### src/rtl/tanimoto_seq_ctrl.sv
// Run-level sequencer for tanimoto_top: threshold load, beat streaming, ID-pair drain, done/error.
// Optional drain watchdog enabled by defining TANIMOTO_CTRL_TIMEOUT_EN.
module tanimoto_seq_ctrl #(
  parameter int BUS_WIDTH      = 128,
  parameter int VECTOR_WIDTH   = 920,
  parameter int CNT_WIDTH      = $clog2(VECTOR_WIDTH),
  parameter int TIMEOUT_CYCLES = 65536
) (
  input  logic                 clk,
  input  logic                 rstn,
  input  logic                 i_Start,
  input  logic                 i_Load_Thr,
  input  logic [31:0]          i_NumBeats,
  input  logic [CNT_WIDTH:0]   i_Thr_Data,
  input  logic                 i_Thr_Valid,
  output logic                 o_Thr_Ready,
  output logic [CNT_WIDTH-1:0] o_BRAM_Addr,
  output logic [CNT_WIDTH:0]   o_BRAM_Din,
  output logic                 o_BRAM_En,
  output logic                 o_BRAM_WrEn,
  input  logic [BUS_WIDTH-1:0] i_Src_Vector,
  input  logic                 i_Src_Empty,
  output logic                 o_Src_Read,
  output logic [BUS_WIDTH-1:0] o_Vector,
  output logic                 o_Valid,
  output logic                 o_Last,
  input  logic                 i_Core_Read,
  input  logic                 i_IDPair_Ready,
  input  logic                 i_IDPair_Last,
  output logic                 o_IDPair_Read,
  input  logic                 i_Sink_Ready,
  output logic                 o_Busy,
  output logic                 o_Done,
  output logic                 o_Error,
  output logic [31:0]          o_PairCount
);

  typedef enum logic [2:0] {
    S_IDLE     = 3'd0,
    S_LOAD_THR = 3'd1,
    S_STREAM   = 3'd2,
    S_DRAIN    = 3'd3,
    S_DONE     = 3'd4
  } state_t;

  state_t               r_state;
  logic [31:0]          r_num_beats;
  logic [31:0]          r_beat_cnt;
  logic [CNT_WIDTH-1:0] r_thr_cnt;
  logic [31:0]          r_pair_cnt;
  logic                 r_last_seen;
  logic [CNT_WIDTH-1:0] r_bram_addr;
  logic [CNT_WIDTH:0]   r_bram_din;
  logic                 r_bram_wren;

  logic w_thr_accept;
  logic w_thr_final;
  logic w_valid;
  logic w_beat;
  logic w_last;
  logic w_pair_rd;
  logic w_pair;

  assign w_thr_accept  = i_Thr_Valid && (r_state == S_LOAD_THR);
  assign w_thr_final   = (r_thr_cnt == CNT_WIDTH'(VECTOR_WIDTH - 1));
  assign w_valid       = (r_state == S_STREAM) && !i_Src_Empty;
  assign w_beat        = w_valid && i_Core_Read;
  assign w_last        = w_valid && (r_beat_cnt == (r_num_beats - 32'd1));
  assign w_pair_rd     = i_Sink_Ready && ((r_state == S_STREAM) || (r_state == S_DRAIN));
  assign w_pair        = w_pair_rd && i_IDPair_Ready;

  assign o_Thr_Ready   = (r_state == S_LOAD_THR);
  assign o_BRAM_Addr   = r_bram_addr;
  assign o_BRAM_Din    = r_bram_din;
  assign o_BRAM_En     = 1'b1;
  assign o_BRAM_WrEn   = r_bram_wren;
  assign o_Vector      = i_Src_Vector;
  assign o_Valid       = w_valid;
  assign o_Src_Read    = w_beat;
  assign o_Last        = w_last;
  assign o_IDPair_Read = w_pair_rd;
  assign o_Busy        = (r_state != S_IDLE);
  assign o_Done        = (r_state == S_DONE);
  assign o_PairCount   = r_pair_cnt;

`ifdef TANIMOTO_CTRL_TIMEOUT_EN
  localparam int TO_W = $clog2(TIMEOUT_CYCLES + 1);
  logic [TO_W-1:0] r_to_cnt;
  logic            r_error;
  assign o_Error = r_error;
`else
  assign o_Error = 1'b0;
`endif

  // Run sequencer: state, counters and the registered BRAM write port
  always_ff @(posedge clk or negedge rstn) begin
    if (!rstn) begin
      r_state     <= S_IDLE;
      r_num_beats <= 32'd0;
      r_beat_cnt  <= 32'd0;
      r_thr_cnt   <= '0;
      r_pair_cnt  <= 32'd0;
      r_last_seen <= 1'b0;
      r_bram_addr <= '0;
      r_bram_din  <= '0;
      r_bram_wren <= 1'b0;
`ifdef TANIMOTO_CTRL_TIMEOUT_EN
      r_to_cnt    <= '0;
      r_error     <= 1'b0;
`endif
    end else begin
      r_bram_wren <= 1'b0;
      if (w_pair) begin
        r_pair_cnt <= r_pair_cnt + 32'd1;
      end
      case (r_state)
        S_IDLE: begin
          if (i_Start) begin
            r_num_beats <= i_NumBeats;
            r_beat_cnt  <= 32'd0;
            r_thr_cnt   <= '0;
            r_pair_cnt  <= 32'd0;
            r_last_seen <= 1'b0;
`ifdef TANIMOTO_CTRL_TIMEOUT_EN
            r_error     <= 1'b0;
`endif
            if (i_Load_Thr) begin
              r_state <= S_LOAD_THR;
            end else if (i_NumBeats == 32'd0) begin
              r_state <= S_DONE;
            end else begin
              r_state <= S_STREAM;
            end
          end
        end
        S_LOAD_THR: begin
          if (w_thr_accept) begin
            r_bram_wren <= 1'b1;
            r_bram_addr <= r_thr_cnt;
            r_bram_din  <= i_Thr_Data;
            r_thr_cnt   <= r_thr_cnt + CNT_WIDTH'(1);
            if (w_thr_final) begin
              r_state <= (r_num_beats == 32'd0) ? S_DONE : S_STREAM;
            end
          end
        end
        S_STREAM: begin
`ifdef TANIMOTO_CTRL_TIMEOUT_EN
          r_to_cnt <= '0;
`endif
          // A last pair seen while still streaming lets DRAIN finish immediately
          if (w_pair && i_IDPair_Last) begin
            r_last_seen <= 1'b1;
          end
          if (w_beat) begin
            r_beat_cnt <= r_beat_cnt + 32'd1;
            if (w_last) begin
              r_state <= S_DRAIN;
            end
          end
        end
        S_DRAIN: begin
          if ((w_pair && i_IDPair_Last) || r_last_seen) begin
            r_state <= S_DONE;
          end
`ifdef TANIMOTO_CTRL_TIMEOUT_EN
          else if (w_pair) begin
            r_to_cnt <= '0;
          end else if (r_to_cnt == TO_W'(TIMEOUT_CYCLES - 1)) begin
            r_error <= 1'b1;
            r_state <= S_DONE;
          end else begin
            r_to_cnt <= r_to_cnt + TO_W'(1);
          end
`endif
        end
        S_DONE: begin
          r_state <= S_IDLE;
        end
        default: begin
          r_state <= S_IDLE;
        end
      endcase
    end
  end

endmodule

### config.mk
export PLATFORM = sky130hd
export DESIGN_NAME = tanimoto_seq_ctrl
export DESIGN_NICKNAME = d
export VERILOG_FILES = /design/src/rtl/tanimoto_seq_ctrl.sv
export SDC_FILE = /design/constraint.sdc
export NUM_CORES = 1
export LEC_CHECK = 0
export BUFFER_PORTS_ARGS = -buffer_cell sky130_fd_sc_hd__buf_2
export CORE_AREA = 3 3 142 144
export DETAILED_ROUTE_END_ITERATION = 8
export DIE_AREA = 0 0 145 147
export MAX_ROUTING_LAYER = met4
export PLACE_DENSITY = 0.75
export SETUP_SLACK_MARGIN = 0.2
export SYNTH_ARGS = -nofsm -noshare
export SYNTH_HDL_FRONTEND = slang
export SYNTH_SLANG_ARGS = --single-unit
### constraint.sdc
create_clock -name clk -period 3.5 [get_ports clk]
set_clock_uncertainty 0.05 [all_clocks]
set_input_delay 0.525 -clock clk [delete_from_list [all_inputs] [get_ports clk]]
set_output_delay 0.525 -clock clk [all_outputs]
set_load 0.02 [all_outputs]
==> results.md <==
- Via density per instance: roughly 5.3
- Vias in the first global route: approximately 5,900
- Clock tree from TritonCTS: yes
- Number of placed I/O pins: between 300 and 400
- Max Cap Violations: 0
- DR vias: ~5,900
- Sequential share of the synthesized area: 0.4115
- Remaining number of nets flagged by the antenna check after routing: 0
- Fraction of the cycle the final worst path needs: 1.060
- Fraction of final layout cells sized beyond drive strength 1: 0.3080
- Y dimension of the die: approximately 150 um
- Main flop type after synthesis: sky130_fd_sc_hd__dfrtp_1
- Starting utilization of the core area: 0.4262
- Dominant combinational cell family by area after synthesis: simple AND/OR/NAND/NOR gates
- Detailed Routing Iterations Pass 1: 4
- Clock Pin Slew Worst Setup and Hold Paths: roughly 0.060 ns
- Cell chosen for the clock root: sky130_fd_sc_hd__clkbuf_16
- Area of the mapped netlist: 8026 sq um
- Setup repair after global routing missed its margin: yes
- Min-delay worst type: in -> async
- Core area: roughly 19,000 sq um
- P_leak: approximately 4.0 nW
- Worst flop-to-flop path startpoint: r_num_beats[24]$_DFFE_PN0P_
- P per Cell Area: about 700 nW/um^2
- Number of flip-flops and latches in the synthesized netlist: 132
- Count of final max-slew check failures: 0
- Floorplan die area: about 21,000 sq um
- Worst-case setup slack after placement: 0.01872 ns
- Final routed wire length divided by cell count: between 15 and 20 um
- Number of sinks on the clock net: 132
- Status: finished, violations left
- Crit path launch: r_num_beats[24]$_DFFE_PN0P_
- Xor and xnor area share after synthesis: 0.1211
- Total global routing overflow: 0
- Number of violations reported at the end of detailed-routing iteration 0: between 300 and 400
- Area share of the leading cell type in the synthesized netlist: 0.4115
- Worst-case vdd ir drop: ~0.00055 V
- Yosys top cell by area: sky130_fd_sc_hd__dfrtp_1
- Final setup vio count: 1
- Clock insertion delay at the later pin of the skew report: about 0.42 ns
- Final Net Count: about 1,000
- Slew at the pin closest to its max-slew limit: between 0.6 and 0.7 ns
- Count of buffers from port buffering: around 110
- Gr usage total: 0.1951
- Nature of the critical path startpoint: flop
- Half-perimeter wire length after detailed placement: approximately 15 mm
- Number of antenna violations at the first check in global routing: 0
- Maximum number of pins on one net before global-route repair: between 50 and 60
- Signed area change from the synthesized netlist to the final layout: 10.10%
- Crit path kind: reg -> out
- Aggregate routed wire length: 20.18 mm
- Max_slew headroom: 0.5485
- Violations in the final reports: setup timing
- Warning count from the yosys run: 0
- Crit end category: output pin
- Final critical delay including setup and external delays: 3.711 ns
- Mapped Nets: between 1,000 and 1,500
- Commonest cells in the synthesized netlist: sky130_fd_sc_hd__dfrtp_1, sky130_fd_sc_hd__buf_4, sky130_fd_sc_hd__nor2_1
- Worst Setup Slack, final: -0.2112 ns
- Worst-case hold slack: 0.09579 ns
- Diodes inserted: 0
- Top area cells in the synthesized netlist: sky130_fd_sc_hd__dfrtp_1, sky130_fd_sc_hd__buf_4, sky130_fd_sc_hd__mux2_2, sky130_fd_sc_hd__xor2_1, sky130_fd_sc_hd__xnor2_1
- Number of rows created at floorplan: 50
- Required arrival time at the worst endpoint: between 2 and 3 ns
- DRC viols: 0
- Leading cell type by number of instances after synthesis: sky130_fd_sc_hd__dfrtp_1
- Number of buffers on the longest clock path: 2
- Maximum fanout count along the critical path: 2
- Horizontal extent of the die: ~150 um
- CTS H-tree lvls: 4
- Mean instance size in the synthesized netlist: 9.647 sq um
- First-pass GRT wire length: about 32 mm
- Fraction of the mapped netlist area in compound gates: 0.04396
- Routability Congestion: slightly below 0.9
- Mux share of post-synthesis cell area: 0.07670
- Clock buffer count from CTS: 17
- Adder-cell share of the synthesized area: 0.007794
- Minimum setup slack among reg-to-reg paths: just over 0.5 ns
- Cell count after synthesis: between 800 and 900
- Synth async-reset ratio: 1.000
- Maximum clock rate: approximately 270 MHz
- Simple-gate area share of the yosys netlist: 0.1989
- Final Hold Fails: 0
- Synth cell types: 59
- WP data arrival: 3.14 ns
- Number of flops mapped to enable cells by yosys: 0
state kept, by name, indices dropped and copies added, names as in the netlist:
signal       count
o_BRAM_Addr     10
o_BRAM_Din      11
o_BRAM_WrEn      1
o_PairCount     32
r_beat_cnt      32
r_last_seen      1
r_num_beats     32
r_state          3
r_thr_cnt       10
path summary, 6_finish.rpt:
check | to | depth (start not counted)
worst max-delay path | o_Last | 8
worst min-delay path | o_PairCount[11]$_DFF_PN0_ | 1
worst max register to register | r_state[0]$_DFFE_PN0P_ | 10
worst min register to register | o_BRAM_Addr[7]$_DFFE_PN0P_ | 1
max in group asynchronous | r_num_beats[22]$_DFFE_PN0P_ | 2
min in group clk | o_BRAM_Din[10]$_DFFE_PN0P_ | 2
power breakdown:
part	internal, mW	total (mW)	switching (mW)	leakage (nW)
combinational	0.990	2.13	1.14	1.96
sequential	1.86	2.28	0.424	1.74
clock	1.09	1.83	0.737	0.289
total	3.94	6.24	2.30	3.99
metal layers:
metal  share of wire  global-route usage  vias to the layer above
li1                -                   -                     2739
met1            0.41              0.2378                     2846
met2            0.48              0.3094                      239
met3           0.088             0.06262                       51
met4           0.023             0.06461                        0
met5               0                   -                        -
kinds of logic (layout without fill, tap and decap cells):
family | Yosys count | after routing
adder cells (fa/ha/maj) | 5 | 5
buffers and inverters | 167 | 189
other | 2 | 2
AND/OR/NAND/NOR | 310 | 310
XOR/XNOR | 111 | 111
flip-flops | 132 | 132
multiplexers | 55 | 55
AO/OA/AOI/OAI | 50 | 50
stage by stage:
step	utilization	setup TNS (ns)	instances	area, sq um	power (mW)
after global routing	0.4693	-0.3339	1114	8837	6.622
after global placement	0.4274	0	1073	8048	4.218
after CTS	0.4652	-0.2433	1112	8760	6.215
after detailed placement	0.4274	0	1073	8048	4.261
final	0.4693	-0.2112	1114	8837	6.242
after floorplan	-	0	832	8026	3.793
timing repair:
action,4_1_cts,5_1_grt
gates resized for setup,11,11
pin swaps,7,5
endpoints found under the setup margin,1,1
buffers inserted,7,2
hold buffers,0,0
cell usage in the layout, fill, tap and decap left out, drive strengths merged, types with 3 or more instances in the layout:
cell,instances
buf,148
or3,8
nand3b,3
inv,15
ha,5
or4,8
mux2,52
nor2b,3
nor2,96
nand3,21
xor2,64
mux2i,3
nor3b,4
and3,17
clkbuf,18
nor4b,5
xnor2,47
a211oi,3
nor4,24
or2,4
nor3,19
and2,7
nand4b,3
a21oi,10
nand4,23
nand2,56
a311oi,3
clkinvlp,3
and4,3
dfrtp,132
clkinv,3
a2111oi,3
o21ai,12
critical path, cell delays in order (launching register included):
cell and delay [ns]:
sky130_fd_sc_hd__dfrtp_1 0.38, sky130_fd_sc_hd__or4_4 0.54, sky130_fd_sc_hd__or4_4 0.50, sky130_fd_sc_hd__or4_4 0.49, sky130_fd_sc_hd__o22ai_2 0.10, sky130_fd_sc_hd__nand4_1 0.16
sky130_fd_sc_hd__nor4_4 0.28, sky130_fd_sc_hd__buf_4 0.17, sky130_fd_sc_hd__buf_6 0.11
layout make-up:
type                       count  area (sq um)
multi-input combinational    533          3717
clock buffer                  18         439.2
fill                        1747          9993
clock inverter                14         168.9
sequential                   132          3303
tap                          260         325.3
timing repair buffer         148         849.6
inverter                       9         33.78
Power figures use the tool's default switching activity.
